**src/rtl/peaks_readout_pkg.sv**
```systemverilog
// Package peaks_pkg: the frame type and register map shared by the peaks
// readout block and its FIFO.
// The global widths (`PEAKS, `FINAL_AMPL_WIDTH, `FREQ_WIDTH,
// `TIME_COUNTER_WIDTH) normally come from the project-wide defines. The
// defaults below apply only when a standalone build does not provide them.
`ifndef PEAKS
`define PEAKS 6
`endif
`ifndef FINAL_AMPL_WIDTH
`define FINAL_AMPL_WIDTH 16
`endif
`ifndef FREQ_WIDTH
`define FREQ_WIDTH 10
`endif
`ifndef TIME_COUNTER_WIDTH
`define TIME_COUNTER_WIDTH 24
`endif

package peaks_pkg;

    localparam int PEAKS_N = `PEAKS;
    localparam int AMPL_W  = `FINAL_AMPL_WIDTH;
    localparam int FREQ_W  = `FREQ_WIDTH;
    localparam int TIME_W  = `TIME_COUNTER_WIDTH;

    // One captured frame. The timestamp field is named tm because the
    // word "time" is reserved in SystemVerilog.
    typedef struct packed {
        logic [PEAKS_N-1:0][AMPL_W-1:0] ampl;
        logic [PEAKS_N-1:0][FREQ_W-1:0] freq;
        logic [TIME_W-1:0]              tm;
    } peaks_frame_t;

    // Word addresses of the read-only slave.
    localparam logic [31:0] ADDR_STATUS = 32'd0;
    localparam logic [31:0] ADDR_TIME   = 32'd1;
    localparam logic [31:0] ADDR_AMPL0  = 32'd2;
    localparam logic [31:0] ADDR_FREQ0  = 32'(PEAKS_N + 2);
    localparam logic [31:0] ADDR_POP    = 32'(2 * PEAKS_N + 2);

endpackage

```
**src/rtl/peaks_readout_fifo.sv**
```systemverilog
// frame_fifo: DEPTH-entry FIFO of peaks_frame_t.
// Config macro: PEAKS_READOUT_OVERWRITE_EN
//   defined   -> a push into a full FIFO (without a pop) replaces the oldest frame
//   undefined -> a push into a full FIFO (without a pop) is dropped
// Ports:
//   clk, rst_n   clock, async active-low reset
//   push_i       write wdata_i this cycle
//   pop_i        pop request (ignored when empty)
//   wdata_i      frame to push
//   head_o       frame at the read pointer
//   count_o      registered occupancy; count_d_o is its next-state value
//   full_o/empty_o occupancy flags
//   ovf_o        a push hit a full FIFO with no pop in the same cycle
module frame_fifo
    import peaks_pkg::*;
#(
    parameter int DEPTH = 8,
    parameter int PW    = $clog2(DEPTH),
    parameter int CW    = $clog2(DEPTH + 1)
) (
    input  logic          clk,
    input  logic          rst_n,
    input  logic          push_i,
    input  logic          pop_i,
    input  peaks_frame_t  wdata_i,
    output peaks_frame_t  head_o,
    output logic [CW-1:0] count_o,
    output logic [CW-1:0] count_d_o,
    output logic          full_o,
    output logic          empty_o,
    output logic          ovf_o
);

    peaks_frame_t  mem [DEPTH];
    logic [PW-1:0] wr_q, wr_d, rd_q, rd_d;
    logic [CW-1:0] count_q, count_d;
    logic          we, pop_ok;

    assign full_o  = (count_q == CW'(DEPTH));
    assign empty_o = (count_q == '0);
    assign pop_ok  = pop_i & ~empty_o;

    always_comb begin
        wr_d    = wr_q;
        rd_d    = rd_q;
        count_d = count_q;
        we      = 1'b0;
        ovf_o   = 1'b0;
        if (push_i && full_o && !pop_ok) begin
            ovf_o = 1'b1;
`ifdef PEAKS_READOUT_OVERWRITE_EN
            // Full means wr == rd, so writing at wr replaces the oldest frame
            // and moving rd forward exposes the next oldest.
            we   = 1'b1;
            wr_d = wr_q + PW'(1);
            rd_d = rd_q + PW'(1);
`endif
        end else begin
            // With a pop, the slot is freed before the push claims it, so
            // push+pop on a full FIFO is legal.
            if (pop_ok) rd_d = rd_q + PW'(1);
            if (push_i) begin
                we   = 1'b1;
                wr_d = wr_q + PW'(1);
            end
            if (push_i && !pop_ok)      count_d = count_q + CW'(1);
            else if (!push_i && pop_ok) count_d = count_q - CW'(1);
        end
    end

    always_ff @(posedge clk or negedge rst_n) begin
        if (!rst_n) begin
            wr_q    <= '0;
            rd_q    <= '0;
            count_q <= '0;
        end else begin
            wr_q    <= wr_d;
            rd_q    <= rd_d;
            count_q <= count_d;
        end
    end

    // Storage has no reset; reads are gated by empty in the top.
    always_ff @(posedge clk) begin
        if (we) mem[wr_q] <= wdata_i;
    end

    assign head_o    = mem[rd_q];
    assign count_o   = count_q;
    assign count_d_o = count_d;

endmodule

```
**src/rtl/peaks_readout.sv**
```systemverilog
// peaks_readout: buffers peaks frames and exposes the oldest one on a
// read-only Avalon-MM slave to the HPS.
// Config macro: PEAKS_READOUT_OVERWRITE_EN (overwrite-oldest on overflow).
// Ports:
//   clk, reset      clock, async active-low reset
//   valid_in        1-cycle pulse; amplitudes_in/freqs_in/counter_in valid
//   chipselect,read Avalon read strobe, address = word address
//   readdata        registered read data, 1-cycle latency, held when idle
//   irq             high while frames are pending
// Map: 0 STATUS {ovf,0,count}, 1 TIME, AMPL[i], FREQ[i], POP; others read 0.
module peaks_readout
    import peaks_pkg::*;
#(
    parameter int DEPTH  = 8,
    parameter int ADDR_W = 4
) (
    input  logic                            clk,
    input  logic                            reset,
    input  logic                            valid_in,
    input  logic [PEAKS_N-1:0][AMPL_W-1:0]  amplitudes_in,
    input  logic [PEAKS_N-1:0][FREQ_W-1:0]  freqs_in,
    input  logic [TIME_W-1:0]               counter_in,
    input  logic                            chipselect,
    input  logic                            read,
    input  logic [ADDR_W-1:0]               address,
    output logic [31:0]                     readdata,
    output logic                            irq
);

    localparam int CW = $clog2(DEPTH + 1);

    peaks_frame_t  wframe, head;
    logic [CW-1:0] count, count_nxt;
    logic          full, empty, fifo_ovf;
    logic          rd_en, pop_req, status_rd;
    logic [31:0]   addr32;
    logic [31:0]   rdata_q, rdata_d;
    logic          ovf_q, ovf_d;
    logic          irq_q;

    assign wframe.ampl = amplitudes_in;
    assign wframe.freq = freqs_in;
    assign wframe.tm   = counter_in;

    assign addr32    = 32'(address);
    assign rd_en     = chipselect & read;
    assign pop_req   = rd_en & (addr32 == ADDR_POP);
    assign status_rd = rd_en & (addr32 == ADDR_STATUS);

    frame_fifo #(.DEPTH(DEPTH)) u_fifo (
        .clk       (clk),
        .rst_n     (reset),
        .push_i    (valid_in),
        .pop_i     (pop_req),
        .wdata_i   (wframe),
        .head_o    (head),
        .count_o   (count),
        .count_d_o (count_nxt),
        .full_o    (full),
        .empty_o   (empty),
        .ovf_o     (fifo_ovf)
    );

    // A new overflow in the same cycle as a STATUS read survives the clear.
    assign ovf_d = (status_rd ? 1'b0 : ovf_q) | fifo_ovf;

    always_comb begin
        rdata_d = rdata_q;
        if (rd_en) begin
            rdata_d = '0;
            if (addr32 == ADDR_STATUS) begin
                rdata_d = {ovf_q, 23'b0, 8'(count)};
            end else if (addr32 == ADDR_POP) begin
                rdata_d = {31'b0, ~empty};
            end else if (!empty) begin
                if (addr32 == ADDR_TIME) rdata_d = 32'(head.tm);
                for (int i = 0; i < PEAKS_N; i++) begin
                    if (addr32 == ADDR_AMPL0 + 32'(i))
                        rdata_d = 32'($signed(head.ampl[i]));
                    if (addr32 == ADDR_FREQ0 + 32'(i))
                        rdata_d = 32'(head.freq[i]);
                end
            end
        end
    end

    always_ff @(posedge clk or negedge reset) begin
        if (!reset) begin
            rdata_q <= '0;
            ovf_q   <= 1'b0;
            irq_q   <= 1'b0;
        end else begin
            rdata_q <= rdata_d;
            ovf_q   <= ovf_d;
            irq_q   <= (count_nxt != '0);
        end
    end

    assign readdata = rdata_q;
    assign irq      = irq_q;

    logic unused;
    assign unused = full;

endmodule

```
**config.mk**
```make
export PLATFORM = sky130hd
export DESIGN_NAME = peaks_readout
export DESIGN_NICKNAME = d
export VERILOG_FILES = /design/src/rtl/peaks_readout_pkg.sv /design/src/rtl/peaks_readout_fifo.sv /design/src/rtl/peaks_readout.sv
export SDC_FILE = /design/constraint.sdc
export NUM_CORES = 2
export LEC_CHECK = 0
export ABC_AREA = 1
export ABC_CLOCK_PERIOD_IN_PS = 11200
export BUFFER_PORTS_ARGS = -buffer_cell sky130_fd_sc_hd__buf_2
export CORE_UTILIZATION = 55
export CTS_CLUSTER_SIZE = 10
export DETAILED_ROUTE_END_ITERATION = 8
export GPL_ROUTABILITY_DRIVEN = 1
export PLACE_DENSITY_LB_ADDON = 0.12
export SLEW_MARGIN = 20
export SYNTH_ARGS = -nofsm -noshare
export SYNTH_HDL_FRONTEND = slang
export SYNTH_SLANG_ARGS = --single-unit
```
**constraint.sdc**
```tcl
create_clock -name clk -period 11.2 [get_ports clk]
set_clock_uncertainty 0.05 [all_clocks]
set_input_delay 2.8 -clock clk [delete_from_list [all_inputs] [get_ports clk]]
set_output_delay 2.8 -clock clk [all_outputs]
set_load 0.02 [all_outputs]
```
# Word level (Yosys, flattened, before mapping)
# Memory sizes are Yosys's and may differ from the RTL's.
# Cells that the tools add are included.
[op_classes]
addsub = 4
eq_ne = 15
mux = 25
bitwise_logic = 7
n_reduce_logical = 11
[op_table]
columns = ["operator", "n"]
rows = [
  ["$mux W32", 15],
  ["$eq A4 B4 Y1 const B", 8],
  ["$logic_not A32 Y1", 1],
  ["$mux W24", 1],
  ["$eq A4 B3 Y1 const B", 4],
  ["$mux W4", 3],
  ["$eq A4 B2 Y1 const B", 2],
  ["$add A3 B1 Y3 const B", 2],
  ["$mux W1", 6],
  ["$add A4 B1 Y4 const B", 1],
  ["$and A1 B1 Y1", 4],
  ["$eq A4 B1 Y1 const B", 1],
  ["$logic_and A1 B1 Y1", 4],
  ["$logic_not A4 Y1", 1],
  ["$reduce_and A2 Y1", 2],
  ["$reduce_bool A4 Y1", 1],
  ["$sub A4 B1 Y4 const B", 1],
  ["$logic_not A1 Y1", 2],
  ["$not A1 Y1", 2],
  ["$or A1 B1 Y1", 1],
]
[word_totals]
register_bits = 44
ramBits = 1440
output_inout_bits = 33
mem_count = 1
[mem_list]
columns = ["memory", "words", "word_bits", "rd", "rd_clocked_by_memory_dff", "write_ports", "line_no", "rtl"]
rows = [
  ["u_fifo.mem", 8, 180, 1, 0, 1, "peaks_readout_fifo.sv:34", "peaks_frame_t mem [DEPTH];"],
]

# Logic depth before layout (Yosys ltp)
[logic_depth]
word_depth = 17
ltp_mapped = 29

# Cells and area by module
# Synthesis repeated with hierarchy kept, for this count alone.
[hier_totals]
hier_cells = 5120
hier_area_um2 = 60053.8
[modules_own_cells]
columns = ["module", "instances", "cells_per_inst", "area_per_inst_um2"]
rows = [
  ["frame_fifo", 1, 4503, 56785.7],
  ["peaks_readout", 1, 617, 3268.1],
]

# Worst setup path after synthesis
# Ideal clock, no wire load.
[synth_path]
kind = "input to register"
startpoint = "in address[0]"
endpoint = "mem u_fifo.mem[0][0] in the netlist's numbering, enable pin"
arrival_ps = 11659
path_slack_ps = -1231
cell_stages = 12
n_path_buf = 0
cell_sequence = "inv_1 -> nand2_2 -> nor3_1 -> nand2_1 -> inv_1 -> nor2_1 -> nand2_1 -> inv_1 -> nor2_1 -> inv_1 -> or2_2 -> nor2_1"
[synth_via]
elab_chain_cells = 8
[synth_lines]
columns = ["element", "line_no", "rtl"]
rows = [
  ["start: declaration", "peaks_readout.sv:25", "input logic [ADDR_W-1:0] address,"],
  ["$eq A4 B4 Y1", "peaks_readout.sv:47", "assign pop_req = rd_en & (addr32 == ADDR_POP);"],
  ["$and A1 B1 Y1", "peaks_readout.sv:47", ""],
  ["$and A1 B1 Y1", "peaks_readout_fifo.sv:41", "assign pop_ok = pop_i & ~empty_o;"],
  ["$logic_not A1 Y1", "peaks_readout_fifo.sv:49", "if (push_i && full_o && !pop_ok) begin"],
  ["$logic_and A1 B1 Y1", "peaks_readout_fifo.sv:49", ""],
  ["$mux W1", "peaks_readout_fifo.sv:49", ""],
  ["$mux W1", "peaks_readout_fifo.sv:85", "if (we) mem[wr_q] <= wdata_i;"],
  ["$mux W1 (not written as such)", "peaks_readout_fifo.sv:85", ""],
  ["end: declaration", "peaks_readout_fifo.sv:34", ""],
]
# Every way passes these cells.

# Worst setup path after layout
[layout_path]
startpoint = "in address[0]"
endpoint = "mem u_fifo.mem[2][36] in the netlist's numbering, enable pin"
# Same word-level chain as after synthesis.

==> out/results.txt <==
The slowest stage of the critical path belongs to the cell sky130_fd_sc_hd__buf_4. The final design instance area without fill was 65800 µm². Mean routed wirelength per cell: 25.4 µm. Sorting the synthesized cells by how often they occur yields 1440 x sky130_fd_sc_hd__edfxtp_1, 1166 x sky130_fd_sc_hd__nand2_1, 567 x sky130_fd_sc_hd__a21oi_1.

The run gives 13100 µm² as the area of the multi-input gates. The cell with the most instances on the worst path was sky130_fd_sc_hd__inv_1. The static power due to leakage came out at 23.0 nW.

The critical path crosses 15 cells after its start point. Using the TritonRoute via totals, the vias-per-cell ratio works out to 6.14. The tools report the number of failing hold endpoints at the final stage as 0. In this run, CTS created clock tree buffers numbering 167. The fraction of synthesized cell area taken by the top area cell type is 72.7%, and the max-slew headroom at the worst pin is 23.8%. Final instance count without filler cells: 6176.

Final hold analysis gives a worst-case slack of 0.480 ns. The run finished with clean final reports. The share of total power dissipated in combinational logic is 27.0%. In the final layout, flip-flops and latches occupy 44200 µm². The worst path uses 56.0% of the clock period.

Summing all placed instances gives a cell area of 61100 µm². The via count of the first global-routing pass is 35100. The fraction of the yosys area taken by sequential cells is 74.3%, and the count of maximum capacitance violations is 0. The total routing usage reported by global routing is 28.5%, and the internal power of the cells is 0.0107 W. The net count after synthesis came out at 4748. The setup TNS is 0 ns, and the total standard cell area after synthesis is 59500 µm². The slew of the pin with the lowest slew margin is 1.14 ns, and the final weighted congestion in routability-driven placement is 0.837. The total overflow left after global routing is 0. The core region is 107000 µm². The clock drives 1478 sinks.

The library cell used as clock root buffer was sky130_fd_sc_hd__clkbuf_16. Number of design rule violations left after detail routing: 0. Setup violations remaining at the end of the flow were counted as 0.

Synthesized netlist cell count: 4554. 222 I/O pins were placed. The post-CTS setup-driven buffer insertion count is 0, and the detailed-router iteration count before antenna repair is 5. Once detailed placement completed, the half-perimeter wirelength came to 87300 µm.

The share of flip-flops with an asynchronous set or reset came out at 2.57%. The net count reported at finish is 4895. Clock share of power: 29.3%.

Setup repair after global routing left no endpoint under its margin. Of all nets on the critical path, the largest fanout is 62. The class of the most critical setup path was input port to flop. Delay of the slowest cell on the worst path: 0.86 ns.

The first global-routing pass estimated 231000 µm of wire. The filler cell count in the final layout was 8281. Row generation in the floorplan step produced 120 rows. The detail route stage leaves a number of antenna-violating nets equal to 0. TritonCTS built the clock tree. The y dimension of the die is 331 µm. Averaged over all synthesized cells, the footprint is 13.1 µm². The family with the most delay on the worst path is buffers and inverters. The tools report the total count of max-transition violations in the final report as 0.

The dominant synthesized flop cell is sky130_fd_sc_hd__edfxtp_1. The synthesized design contains 1440 enable-type register cells. Net switching is 34.3% of the power.

Area added between synthesis and finish: 10.5%. The run gives 0 as the count of cells resized by post-cts repair. The min-delay analysis places its worst path in the category flop to flop. The count of unique library cells instantiated by Yosys was 47.

For this run, the number of Yosys warnings is 0. The signal on the critical path passes through buf_2, inv_1, nand2_2, nor3_1, nand2_1, inv_1, nor2_1, nand2_1, inv_1, nor2_1, inv_1, or2_2, nor2_4, buf_4, buf_4. Fraction of final layout cells with drive strength greater than 1: 10.5%.

For this design the total switching power over the nets is 0.00561 W. At the later pin of the worst-skew pair, clock insertion delay measures 0.77 ns. Static timing analysis puts the maximum clock frequency at 159 MHz. The number of cells on the worst reg-to-reg path is 25.

The most common cell in the synthesized netlist is sky130_fd_sc_hd__edfxtp_1. Cells fill 61.4% of the core in the end. The die covers 110000 µm². The worst hold path depth came out at 2.

For this configuration, the core starts out at a cell density of 55.5%. After clock tree synthesis, the flow added hold-fix buffers numbering 0. Count of input and output buffers: 221.

The synthesis-stage register bit count is 1478, and the maximum resistive drop on vdd is 197 µV. Wires add up to 157000 µm. No sink is reached through more buffers than the 3 on the longest clock path. The routed layout has 37900 vias. The H-tree was split into 4 levels. Counting I/O delays and the setup requirement, the final critical path takes 6.27 ns. From left edge to right edge, the die measures 331 µm. The tools report the maximum number of pins on one net before global-route repair as 205. The initial antenna violation count was 31; the power density over the cells was 249 nW/µm². Registers are responsible for 43.6% of the overall power. The tools report the startpoint type of the worst setup path as an input port. At the worst endpoint, the required time is 11.53 ns. Ranked by total cell area, the synthesized netlist is headed by sky130_fd_sc_hd__edfxtp_1 73%, sky130_fd_sc_hd__nand2_1 7.4%, sky130_fd_sc_hd__a21oi_1 4.8%, sky130_fd_sc_hd__dfrtp_1 1.6%, sky130_fd_sc_hd__nor2_1 1.4%. The synthesized design spends more area on one cell type than any other, namely sky130_fd_sc_hd__edfxtp_1.

Number of DRC markers after the initial detailed-route iteration: 4495. The number of buffer and inverter instances along the worst setup path was 7; the number of instances in the placed design was 5934. The clock input transition at the sequential cells of the worst setup and hold paths was 0.06 ns. Data arrives at the worst endpoint at 6.60 ns. STA classifies the critical path endpoint as a flop.
-- layer usage --
layer	track usage [%]	up-vias	wire, µm
met1	43.6	18900	68300
met3	5.56	243	13800
met4	7.03	22	3070
met2	42.4	1736	71800
li1	-	17000	-
met5	0	-	150
-- path summary, 6_finish.rpt --
| check | slack [ns] | endpoint | startpoint |
|---|---|---|---|
| min in group asynchronous | 2.01 | readdata[14] | reset |
| worst min register to register | 0.48 | readdata[31] | ovf_q |
| max in group asynchronous | 8.58 | u_fifo.rd_q[0] | reset |
| worst max-delay path | 4.93 | u_fifo.mem[2][36] | address[0] |
| worst min-delay path | 0.48 | readdata[31] | ovf_q |
| worst max register to register | 5.75 | readdata[2] | u_fifo.rd_q[0] |
-- placed cells by master, fill, tap and decap left out, types with 5 or more instances in the layout --
cell type	netlist	final
sky130_fd_sc_hd__buf_12	0	11
sky130_fd_sc_hd__o311ai_0	38	36
sky130_fd_sc_hd__a32o_1	11	11
sky130_fd_sc_hd__o211ai_1	35	35
sky130_fd_sc_hd__clkbuf_1	52	49
sky130_fd_sc_hd__diode_2	0	6
sky130_fd_sc_hd__ha_1	5	5
sky130_fd_sc_hd__nor2_1	225	215
sky130_fd_sc_hd__clkinv_8	0	5
sky130_fd_sc_hd__o311ai_1	6	8
sky130_fd_sc_hd__xor2_1	5	5
sky130_fd_sc_hd__o31ai_1	6	6
sky130_fd_sc_hd__dfrtp_1	38	35
sky130_fd_sc_hd__nor2_4	3	11
sky130_fd_sc_hd__inv_6	1	5
sky130_fd_sc_hd__clkinv_1	3	5
sky130_fd_sc_hd__buf_4	86	57
sky130_fd_sc_hd__a32oi_1	10	10
sky130_fd_sc_hd__clkbuf_16	0	168
sky130_fd_sc_hd__nand3_1	160	160
sky130_fd_sc_hd__a221o_1	31	31
sky130_fd_sc_hd__buf_2	116	220
sky130_fd_sc_hd__o21ai_0	147	147
sky130_fd_sc_hd__o22ai_1	8	8
sky130_fd_sc_hd__inv_1	61	60
sky130_fd_sc_hd__a22oi_1	107	107
sky130_fd_sc_hd__o21ai_1	47	47
sky130_fd_sc_hd__edfxtp_1	1440	1440
sky130_fd_sc_hd__a22o_1	21	21
sky130_fd_sc_hd__nand2_1	1166	1166
sky130_fd_sc_hd__a21oi_1	567	567
sky130_fd_sc_hd__a221oi_1	52	52
sky130_fd_sc_hd__o221ai_1	20	20
-- sequential cells by signal (all words and copies together), names as in the netlist --
name            cells
u_fifo.count_o      4
readdata           26
ovf_q               1
u_fifo.mem       1440
irq                 1
u_fifo.rd_q         3
u_fifo.wr_q         3
-- per-stage QoR --
stage	total power [W]	setup slack [ns]
after floorplan	0.0106	-1.23
after global placement	0.0116	4.20
after detailed placement	0.0116	4.17
after CTS	0.0164	4.98
after global routing	0.0171	4.66
final	0.0164	4.93
-- tightest hold or removal path, delay by kind of cell (launching register included) --
kind / cells / cell delay [ns]
simple gates: 1 / 0.07
flops: 1 / 0.34
compound gates: 1 / 0.08
-- layout make-up --
| cell class | instances | area share [%] |
|---|---|---|
| antenna | 6 | 0.0228 |
| clock buffer | 218 | 6.69 |
| clock inverter | 17 | 0.331 |
| inverter | 68 | 0.451 |
| multi-input combinational | 2697 | 19.9 |
| sequential | 1478 | 67.2 |
| tap | 1403 | 2.67 |
| timing repair buffer | 289 | 2.70 |
-- cell families (layout without fill, tap and decap cells) --
family | after synthesis | after routing | synth area share (%)
simple gates | 1570 | 1570 | 10.4
other cells | 0 | 6 | 0
flops | 1478 | 1478 | 74.3
buf+inv | 379 | 592 | 3.80
compound gates | 1117 | 1117 | 11.4
xor+xnor | 5 | 5 | 0.0736
fa+ha+maj | 5 | 5 | 0.105
-- power groups by stage --
stage | registers [W] | clock network (W) | logic (W)
after CTS | 0.00713 | 0.00485 | 0.00442
after global placement | 0.00722 | 0 | 0.00437
final | 0.00713 | 0.00480 | 0.00442
after floorplan | 0.00735 | 0 | 0.00323
after global routing | 0.00718 | 0.00507 | 0.00483
after detailed placement | 0.00724 | 0 | 0.00440
Note: power is estimated with default switching activity, not from simulation.
